$ cat config.mk
export PLATFORM = sky130hd
export DESIGN_NAME = riscv_multicycle_core
export DESIGN_NICKNAME = d
export VERILOG_FILES = /design/src/rtl/riscv_multicycle_core.sv
export SDC_FILE = /design/constraint.sdc
export NUM_CORES = 2
export LEC_CHECK = 0
export CAP_MARGIN = 0
export CORE_MARGIN = 8
export CORE_UTILIZATION = 35
export CTS_BUF_LIST = sky130_fd_sc_hd__clkbuf_8
export DETAILED_ROUTE_END_ITERATION = 12
export SYNTH_ARGS = -nofsm -noshare
export SYNTH_HDL_FRONTEND = slang
export SYNTH_SLANG_ARGS = --single-unit
export TNS_END_PERCENT = 10
$ cat constraint.sdc
create_clock -name clk_i -period 6.72 [get_ports clk_i]
set_clock_uncertainty 0.2 [all_clocks]
set_input_delay 2.016 -clock clk_i [delete_from_list [all_inputs] [get_ports clk_i]]
set_output_delay 2.016 -clock clk_i [all_outputs]
set_load 0.1 [all_outputs]
$ cat src/rtl/riscv_multicycle_core.sv
// Multi-cycle RV32I-subset core: one FSM shares a single valid/ready memory port
// between instruction fetch and data access; illegal, ecall and ebreak halt the core.
module riscv_multicycle_core #(
    parameter int unsigned ADDR_W   = 32,
    parameter logic [31:0] RESET_PC = 32'h0000_0000,
    parameter bit          RV32E    = 1'b0
) (
    input  logic              clk_i,
    input  logic              rst_ni,
    output logic              mem_req_o,
    output logic              mem_we_o,
    output logic [ADDR_W-1:0] mem_addr_o,
    output logic [31:0]       mem_wdata_o,
    input  logic [31:0]       mem_rdata_i,
    input  logic              mem_ready_i,
    output logic              halted_o,
    output logic [31:0]       pc_out_o,
    output logic [31:0]       instret_o
);
    typedef enum logic [2:0] {
        S_IDLE, S_FETCH, S_DECODE, S_EXEC, S_MEM, S_WB, S_HALT
    } state_e;

    state_e      state_q, state_d;
    logic [31:0] pc_q, pc_d, ir_q, ir_d, a_q, a_d, b_q, b_d;
    logic [31:0] imm_q, imm_d, alu_q, alu_d, instret_q, instret_d;
    logic [31:0] rf_q [32];

    logic        rf_we_s;
    logic [4:0]  rf_waddr_s;
    logic [31:0] rf_wdata_s;

    logic [6:0]  opcode_s, funct7_s;
    logic [4:0]  rd_s, rs1_s, rs2_s;
    logic [2:0]  funct3_s;
    logic        is_r_s, is_i_s, is_lw_s, is_sw_s, is_br_s, is_jal_s;
    logic        e_bad_s, legal_s, taken_s;
    logic [31:0] imm_sel_s, opb_s, alu_res_s, addr_sum_s;

    assign opcode_s = ir_q[6:0];
    assign rd_s     = ir_q[11:7];
    assign funct3_s = ir_q[14:12];
    assign rs1_s    = ir_q[19:15];
    assign rs2_s    = ir_q[24:20];
    assign funct7_s = ir_q[31:25];

    assign is_r_s   = (opcode_s == 7'b0110011) &&
                      (((funct7_s == 7'b0000000) && ((funct3_s == 3'b000) || (funct3_s == 3'b010) ||
                                                     (funct3_s == 3'b110) || (funct3_s == 3'b111))) ||
                       ((funct7_s == 7'b0100000) && (funct3_s == 3'b000)));
    assign is_i_s   = (opcode_s == 7'b0010011) &&
                      ((funct3_s == 3'b000) || (funct3_s == 3'b010) ||
                       (funct3_s == 3'b110) || (funct3_s == 3'b111));
    assign is_lw_s  = (opcode_s == 7'b0000011) && (funct3_s == 3'b010);
    assign is_sw_s  = (opcode_s == 7'b0100011) && (funct3_s == 3'b010);
    assign is_br_s  = (opcode_s == 7'b1100011) &&
                      ((funct3_s == 3'b000) || (funct3_s == 3'b001) ||
                       (funct3_s == 3'b100) || (funct3_s == 3'b101));
    assign is_jal_s = (opcode_s == 7'b1101111);

    // Only register fields actually used by the instruction are range-checked in RV32E mode
    assign e_bad_s  = RV32E &&
                      (((is_r_s || is_i_s || is_lw_s || is_sw_s || is_br_s) && rs1_s[4]) ||
                       ((is_r_s || is_sw_s || is_br_s) && rs2_s[4]) ||
                       ((is_r_s || is_i_s || is_lw_s || is_jal_s) && rd_s[4]));
    assign legal_s  = (is_r_s || is_i_s || is_lw_s || is_sw_s || is_br_s || is_jal_s) && !e_bad_s;

    // Immediate selection by instruction format
    always_comb begin
        if (is_sw_s) begin
            imm_sel_s = {{20{ir_q[31]}}, ir_q[31:25], ir_q[11:7]};
        end else if (is_br_s) begin
            imm_sel_s = {{19{ir_q[31]}}, ir_q[31], ir_q[7], ir_q[30:25], ir_q[11:8], 1'b0};
        end else if (is_jal_s) begin
            imm_sel_s = {{11{ir_q[31]}}, ir_q[31], ir_q[19:12], ir_q[20], ir_q[30:21], 1'b0};
        end else begin
            imm_sel_s = {{20{ir_q[31]}}, ir_q[31:20]};
        end
    end

    // ALU result, load/store address and branch condition
    always_comb begin
        opb_s      = is_r_s ? b_q : imm_q;
        addr_sum_s = a_q + imm_q;
        case (funct3_s)
            3'b000:  alu_res_s = (is_r_s && funct7_s[5]) ? (a_q - opb_s) : (a_q + opb_s);
            3'b010:  alu_res_s = {31'd0, ($signed(a_q) < $signed(opb_s))};
            3'b110:  alu_res_s = a_q | opb_s;
            3'b111:  alu_res_s = a_q & opb_s;
            default: alu_res_s = a_q + opb_s;
        endcase
        case (funct3_s)
            3'b000:  taken_s = (a_q == b_q);
            3'b001:  taken_s = (a_q != b_q);
            3'b100:  taken_s = ($signed(a_q) < $signed(b_q));
            3'b101:  taken_s = ($signed(a_q) >= $signed(b_q));
            default: taken_s = 1'b0;
        endcase
    end

    // Next-state and datapath register updates
    always_comb begin
        state_d    = state_q;
        pc_d       = pc_q;
        ir_d       = ir_q;
        a_d        = a_q;
        b_d        = b_q;
        imm_d      = imm_q;
        alu_d      = alu_q;
        instret_d  = instret_q;
        rf_we_s    = 1'b0;
        rf_waddr_s = rd_s;
        rf_wdata_s = alu_q;
        case (state_q)
            S_IDLE: state_d = S_FETCH;
            S_FETCH: begin
                if (pc_q[1:0] != 2'b00) begin
                    state_d = S_HALT;
                end else if (mem_ready_i) begin
                    ir_d    = mem_rdata_i;
                    state_d = S_DECODE;
                end else begin
                    state_d = S_FETCH;
                end
            end
            S_DECODE: begin
                a_d   = rf_q[rs1_s];
                b_d   = rf_q[rs2_s];
                imm_d = imm_sel_s;
                if (legal_s) begin
                    state_d = S_EXEC;
                end else begin
                    state_d = S_HALT;
                end
            end
            S_EXEC: begin
                if (is_br_s) begin
                    pc_d      = taken_s ? (pc_q + imm_q) : (pc_q + 32'd4);
                    instret_d = instret_q + 32'd1;
                    state_d   = S_FETCH;
                end else if (is_jal_s) begin
                    rf_we_s    = 1'b1;
                    rf_wdata_s = pc_q + 32'd4;
                    pc_d       = pc_q + imm_q;
                    instret_d  = instret_q + 32'd1;
                    state_d    = S_FETCH;
                end else if (is_lw_s || is_sw_s) begin
                    alu_d = addr_sum_s;
                    if (addr_sum_s[1:0] != 2'b00) begin
                        state_d = S_HALT;
                    end else begin
                        state_d = S_MEM;
                    end
                end else begin
                    alu_d   = alu_res_s;
                    state_d = S_WB;
                end
            end
            S_MEM: begin
                if (!mem_ready_i) begin
                    state_d = S_MEM;
                end else if (is_lw_s) begin
                    alu_d   = mem_rdata_i;
                    state_d = S_WB;
                end else begin
                    pc_d      = pc_q + 32'd4;
                    instret_d = instret_q + 32'd1;
                    state_d   = S_FETCH;
                end
            end
            S_WB: begin
                rf_we_s   = 1'b1;
                pc_d      = pc_q + 32'd4;
                instret_d = instret_q + 32'd1;
                state_d   = S_FETCH;
            end
            S_HALT:  state_d = S_HALT;
            default: state_d = S_IDLE;
        endcase
    end

    // State and datapath registers
    always_ff @(posedge clk_i or negedge rst_ni) begin
        if (!rst_ni) begin
            state_q   <= S_IDLE;
            pc_q      <= RESET_PC;
            ir_q      <= 32'd0;
            a_q       <= 32'd0;
            b_q       <= 32'd0;
            imm_q     <= 32'd0;
            alu_q     <= 32'd0;
            instret_q <= 32'd0;
        end else begin
            state_q   <= state_d;
            pc_q      <= pc_d;
            ir_q      <= ir_d;
            a_q       <= a_d;
            b_q       <= b_d;
            imm_q     <= imm_d;
            alu_q     <= alu_d;
            instret_q <= instret_d;
        end
    end

    // Register file; x0 and (in RV32E) the upper half are never written
    always_ff @(posedge clk_i or negedge rst_ni) begin
        if (!rst_ni) begin
            for (int i = 0; i < 32; i++) begin
                rf_q[i] <= 32'd0;
            end
        end else if (rf_we_s && (rf_waddr_s != 5'd0) && (!RV32E || !rf_waddr_s[4])) begin
            rf_q[rf_waddr_s] <= rf_wdata_s;
        end
    end

    // Moore memory-port decode; idle bus fields are forced to zero
    always_comb begin
        mem_req_o   = 1'b0;
        mem_we_o    = 1'b0;
        mem_addr_o  = {ADDR_W{1'b0}};
        mem_wdata_o = 32'd0;
        if ((state_q == S_FETCH) && (pc_q[1:0] == 2'b00)) begin
            mem_req_o  = 1'b1;
            mem_addr_o = pc_q[ADDR_W-1:0];
        end else if (state_q == S_MEM) begin
            mem_req_o   = 1'b1;
            mem_we_o    = is_sw_s;
            mem_addr_o  = alu_q[ADDR_W-1:0];
            mem_wdata_o = b_q;
        end else begin
            mem_req_o = 1'b0;
        end
    end

    assign halted_o  = (state_q == S_HALT);
    assign pc_out_o  = pc_q;
    assign instret_o = instret_q;
endmodule

==> impl_metrics.csv <==
group,metric,value,unit
status,outcome,"finished, violations left",
status,violations,"max-capacitance violations",
clocking,path_clk_slew,0.07,ns
cells_and_area,multiInputGateArea,0.03793,mm²
clocking,cts.sinks,1240,
logic_synthesis,ys_types,85,
power,seqPwrFrac,0.311,
place,dp_cells,9153,
worst_hold_path,holdPathStages,0,
worst_hold_path,hold_path_class,"register to register",
critical_path,required,4.50,ns
worst_hold_path,whs_endpoint,"rf_q[1001]",
timing,drv_slew,0,
floorplan,io_pins,166,
logic_synthesis,ys_async_sr_fraction,1.000,
timing,worst_slew_pin_slew,1.436,ns
place,io_buffer_count,165,
place,hpwl,166500,µm
grt,antenna_found_initial,11,
route,firstDrtPassIters,10,
critical_path,slowest_delay,0.93,ns
timing,final_hold_viol_count,0,
critical_path,worstSetupPathType,"register to output pin",
power,powerDensity,546.2,mW/mm²
logic_synthesis,synth.net_count,7003,
route,drc_errors,0,
timing,min_period,6.343,ns
grt,grt_max_degree,139,
logic_synthesis,yosys.area.top_type,"dfrtp_1",
route,drtIter0Drc,5989,
cells_and_area,seqCellArea,0.03107,mm²
cells_and_area,design_area,0.08026,mm²
floorplan,num_rows,166,
grt,grtUsageTotal,0.2335,
logic_synthesis,synth-simple-area-share,0.1059,
logic_synthesis,ys_ff_latch,1240,
grt,gr-total-overflow,0,
floorplan,die_height,467.8,µm
critical_path,worst_path_max_delay_cell,"dlygate4sd2_1",
grt,grt_pass1_vias,55660,
logic_synthesis,synth.area.top_cells,"dfrtp_1 (43%), mux4_2 (20%), o21ai_0 (8.0%)",
clocking,htree_levels,4,
logic_synthesis,syn-cell-area,0.07143,mm²
critical_path,reg2reg_depth,18,
floorplan,core,0.2038,mm²
critical_path,endpoint_kind,"output pin",
grt,grt_pass1_wl,382200,µm
logic_synthesis,yosys_warnings,0,
logic_synthesis,yosysSeqAreaShare,0.4344,
critical_path,startpoint_type,"register",
timing,fin_crit_sh,0.9438,
run,max-cap-violations,1,
logic_synthesis,ys.flop_type,"dfrtp_1",
power,p_int,23.00,mW
route,drt_wl_total,259800,µm
route,drt-vias-per-instance,5.911,
timing,clock.fmax,157.7,MHz
clocking,cts-root-buf,"clkbuf_8",
power,switching_power,20.84,mW
logic_synthesis,synthMuxAreaShare,0.2252,
logic_synthesis,synth.most_common_cell,"dfrtp_1",
clocking,cts_buffers,203,
critical_path,crit_path_max_fanout,34,
logic_synthesis,synthTopCellsByCount,"dfrtp_1 (1240), nand2_1 (1198), o21ai_0 (1142), mux4_2 (640), clkbuf_1 (532)",
power,leakagePower,34.39,nW
power,swShare,0.4753,
power,comb_power_share,0.528,
cells_and_area,fin_util,0.3939,
cells_and_area,filler_cell_count,19620,
floorplan,die_x,467.8,µm
clocking,cts_buffer_depth,3,
floorplan,die-area,0.2188,mm²
critical_path,cp.arrival,4.13,ns
logic_synthesis,yosysTopAreaCellShare,0.4344,
clocking,clk_latency,1.00,ns
worst_hold_path,min_from,"rf_q[1001]",
route,wl_per_cell,27.25,µm
route,ant_nets,0,
logic_synthesis,synthAdderAreaFrac,0.03493,
cells_and_area,layout-drive-gt1-share,0.1839,
power,ir_drop,454.7,µV
place,gp_congestion,0.9916,
logic_synthesis,synth.avg_cell_area,10.55,µm²
place,dpl-instance-area,0.07593,mm²
power,clockPowerShare,0.161,
timing,rsz0062_at_grt,"false",
timing,setup_violations,0,
cells_and_area,area_growth,12.37,%
timing,fin_setup_tns,0,ns
critical_path,reg2reg_from,"ir_q[5]",
clocking,cts_tree,"yes",
critical_path,reg2reg_to,"alu_q[12]",
logic_synthesis,synth_top_family_by_area,"multiplexers",
timing,max_slew_margin,0.01774,
cells_and_area,final_nets,6902,
logic_synthesis,syn_inst,6771,
route,vias,56360,
logic_synthesis,synth_compound_area_frac,0.1412,
critical_path,r2r_slack,0.69,ns
logic_synthesis,synth_xor_xnor_area_share,0.01680,
floorplan,start_util,0.3506,
critical_path,cp_cell_sequence,"nor2b_1 -> nand2b_2 -> nor2_1 -> dlygate4sd2_1",
cells_and_area,fin_cells,9534,
logic_synthesis,synth-edff-count,0,
## routing by layer
metal	vias to the layer above	track usage	wire, µm
li1	24410	-	-
met1	28510	0.3076	104700
met2	2760	0.3626	116700
met3	675	0.05536	24080
met4	6	0.1139	14050
met5	-	0	250
## worst max path at each step
stage,from,to,cells past startpoint
after floorplan,ir_q[14],alu_q[31],18
after global placement,ir_q[5],alu_q[12],18
after detailed placement,ir_q[5],alu_q[12],18
after CTS,state_q[2],mem_wdata_o[13],4
after global routing,state_q[1],mem_addr_o[8],4
final,state_q[2],mem_wdata_o[13],4
## layout by cell type (no fill, tap or decap), drive strengths merged, types with 12 or more instances in the layout
master            n
nor2b            20
clkdlybuf4s50   162
mux2             62
and2             14
o31ai            13
nor2            287
clkbuf          265
ha              193
o211ai           23
o21a             23
inv             261
nand3            72
dfrtp          1240
a211oi           31
o22ai            37
nor3             49
o21ai          1144
nand2b           27
o21bai           15
a21oi           287
xnor2            99
xor2             38
and3             24
or3              22
nor4             22
o221ai           12
a31oi            19
mux2i            97
nand4            33
a21o             52
a22o             30
nand2          1199
clkinv           22
mux4            640
a221oi           15
buf             135
## final cells by class
| class | instances | share of cell area |
|---|---|---|
| Timing Repair Buffer | 298 | 0.03606 |
| Inverter | 180 | 0.008418 |
| Tap cell | 2688 | 0.04190 |
| Antenna cell | 6 | 0.0001871 |
| Clock buffer | 265 | 0.04544 |
| Multi-Input combinational cell | 4747 | 0.4725 |
| Clock inverter | 110 | 0.008402 |
| Sequential cell | 1240 | 0.3871 |
## metrics by stage
stage / power [mW] / hold slack, ns / setup WS, ns
5_1_grt: 46.16 / 0.2085 / 0.2791
3_5_place_dp: 36.40 / 0.1823 / 0.8267
6_report: 43.84 / 0.1957 / 0.3775
4_1_cts: 43.52 / 0.1972 / 0.3143
2_1_floorplan: 28.57 / 0.2413 / 1.700
3_3_place_gp: 35.99 / 0.1766 / 0.8324
## logic make-up after synthesis
kind of cell | Yosys count
and+or+nand+nor | 1812
AOI/OAI and AO/OA | 1802
DFF | 1240
muxes | 799
buffers and inverters | 784
adders and majority gates | 197
xor gates and xnor gates | 137
## registers in the layout (all words and copies together), names as in the netlist
register   count
rf_q        1024
a_q           32
alu_q         32
b_q           32
instret_o     32
ir_q          32
pc_out_o      32
imm_q         21
state_q        3
## power groups by stage
| stage | logic [mW] | registers (mW) | clock network (mW) |
|---|---|---|---|
| detailed placement | 22.8 | 13.6 | 0 |
| global route | 24.8 | 13.9 | 7.50 |
| global placement | 22.6 | 13.4 | 0 |
| floorplan | 16.3 | 12.3 | 0 |
| CTS | 22.9 | 13.5 | 7.17 |
| finish | 23.2 | 13.6 | 7.04 |
## timing repair
item,CTS,global route
endpoints found under the setup margin,1,0
setup buffers,0,0
resized for setup,1,0
hold endpoints to repair,0,0
hold buffers,0,0
## worst max-delay path: cells and delay by family (launching register included)
family | cells | cell delay [ns]
simple gates | 3 | 1.67
flops | 1 | 0.50
buf+inv | 1 | 0.93
(Power assumes the default switching activity.)
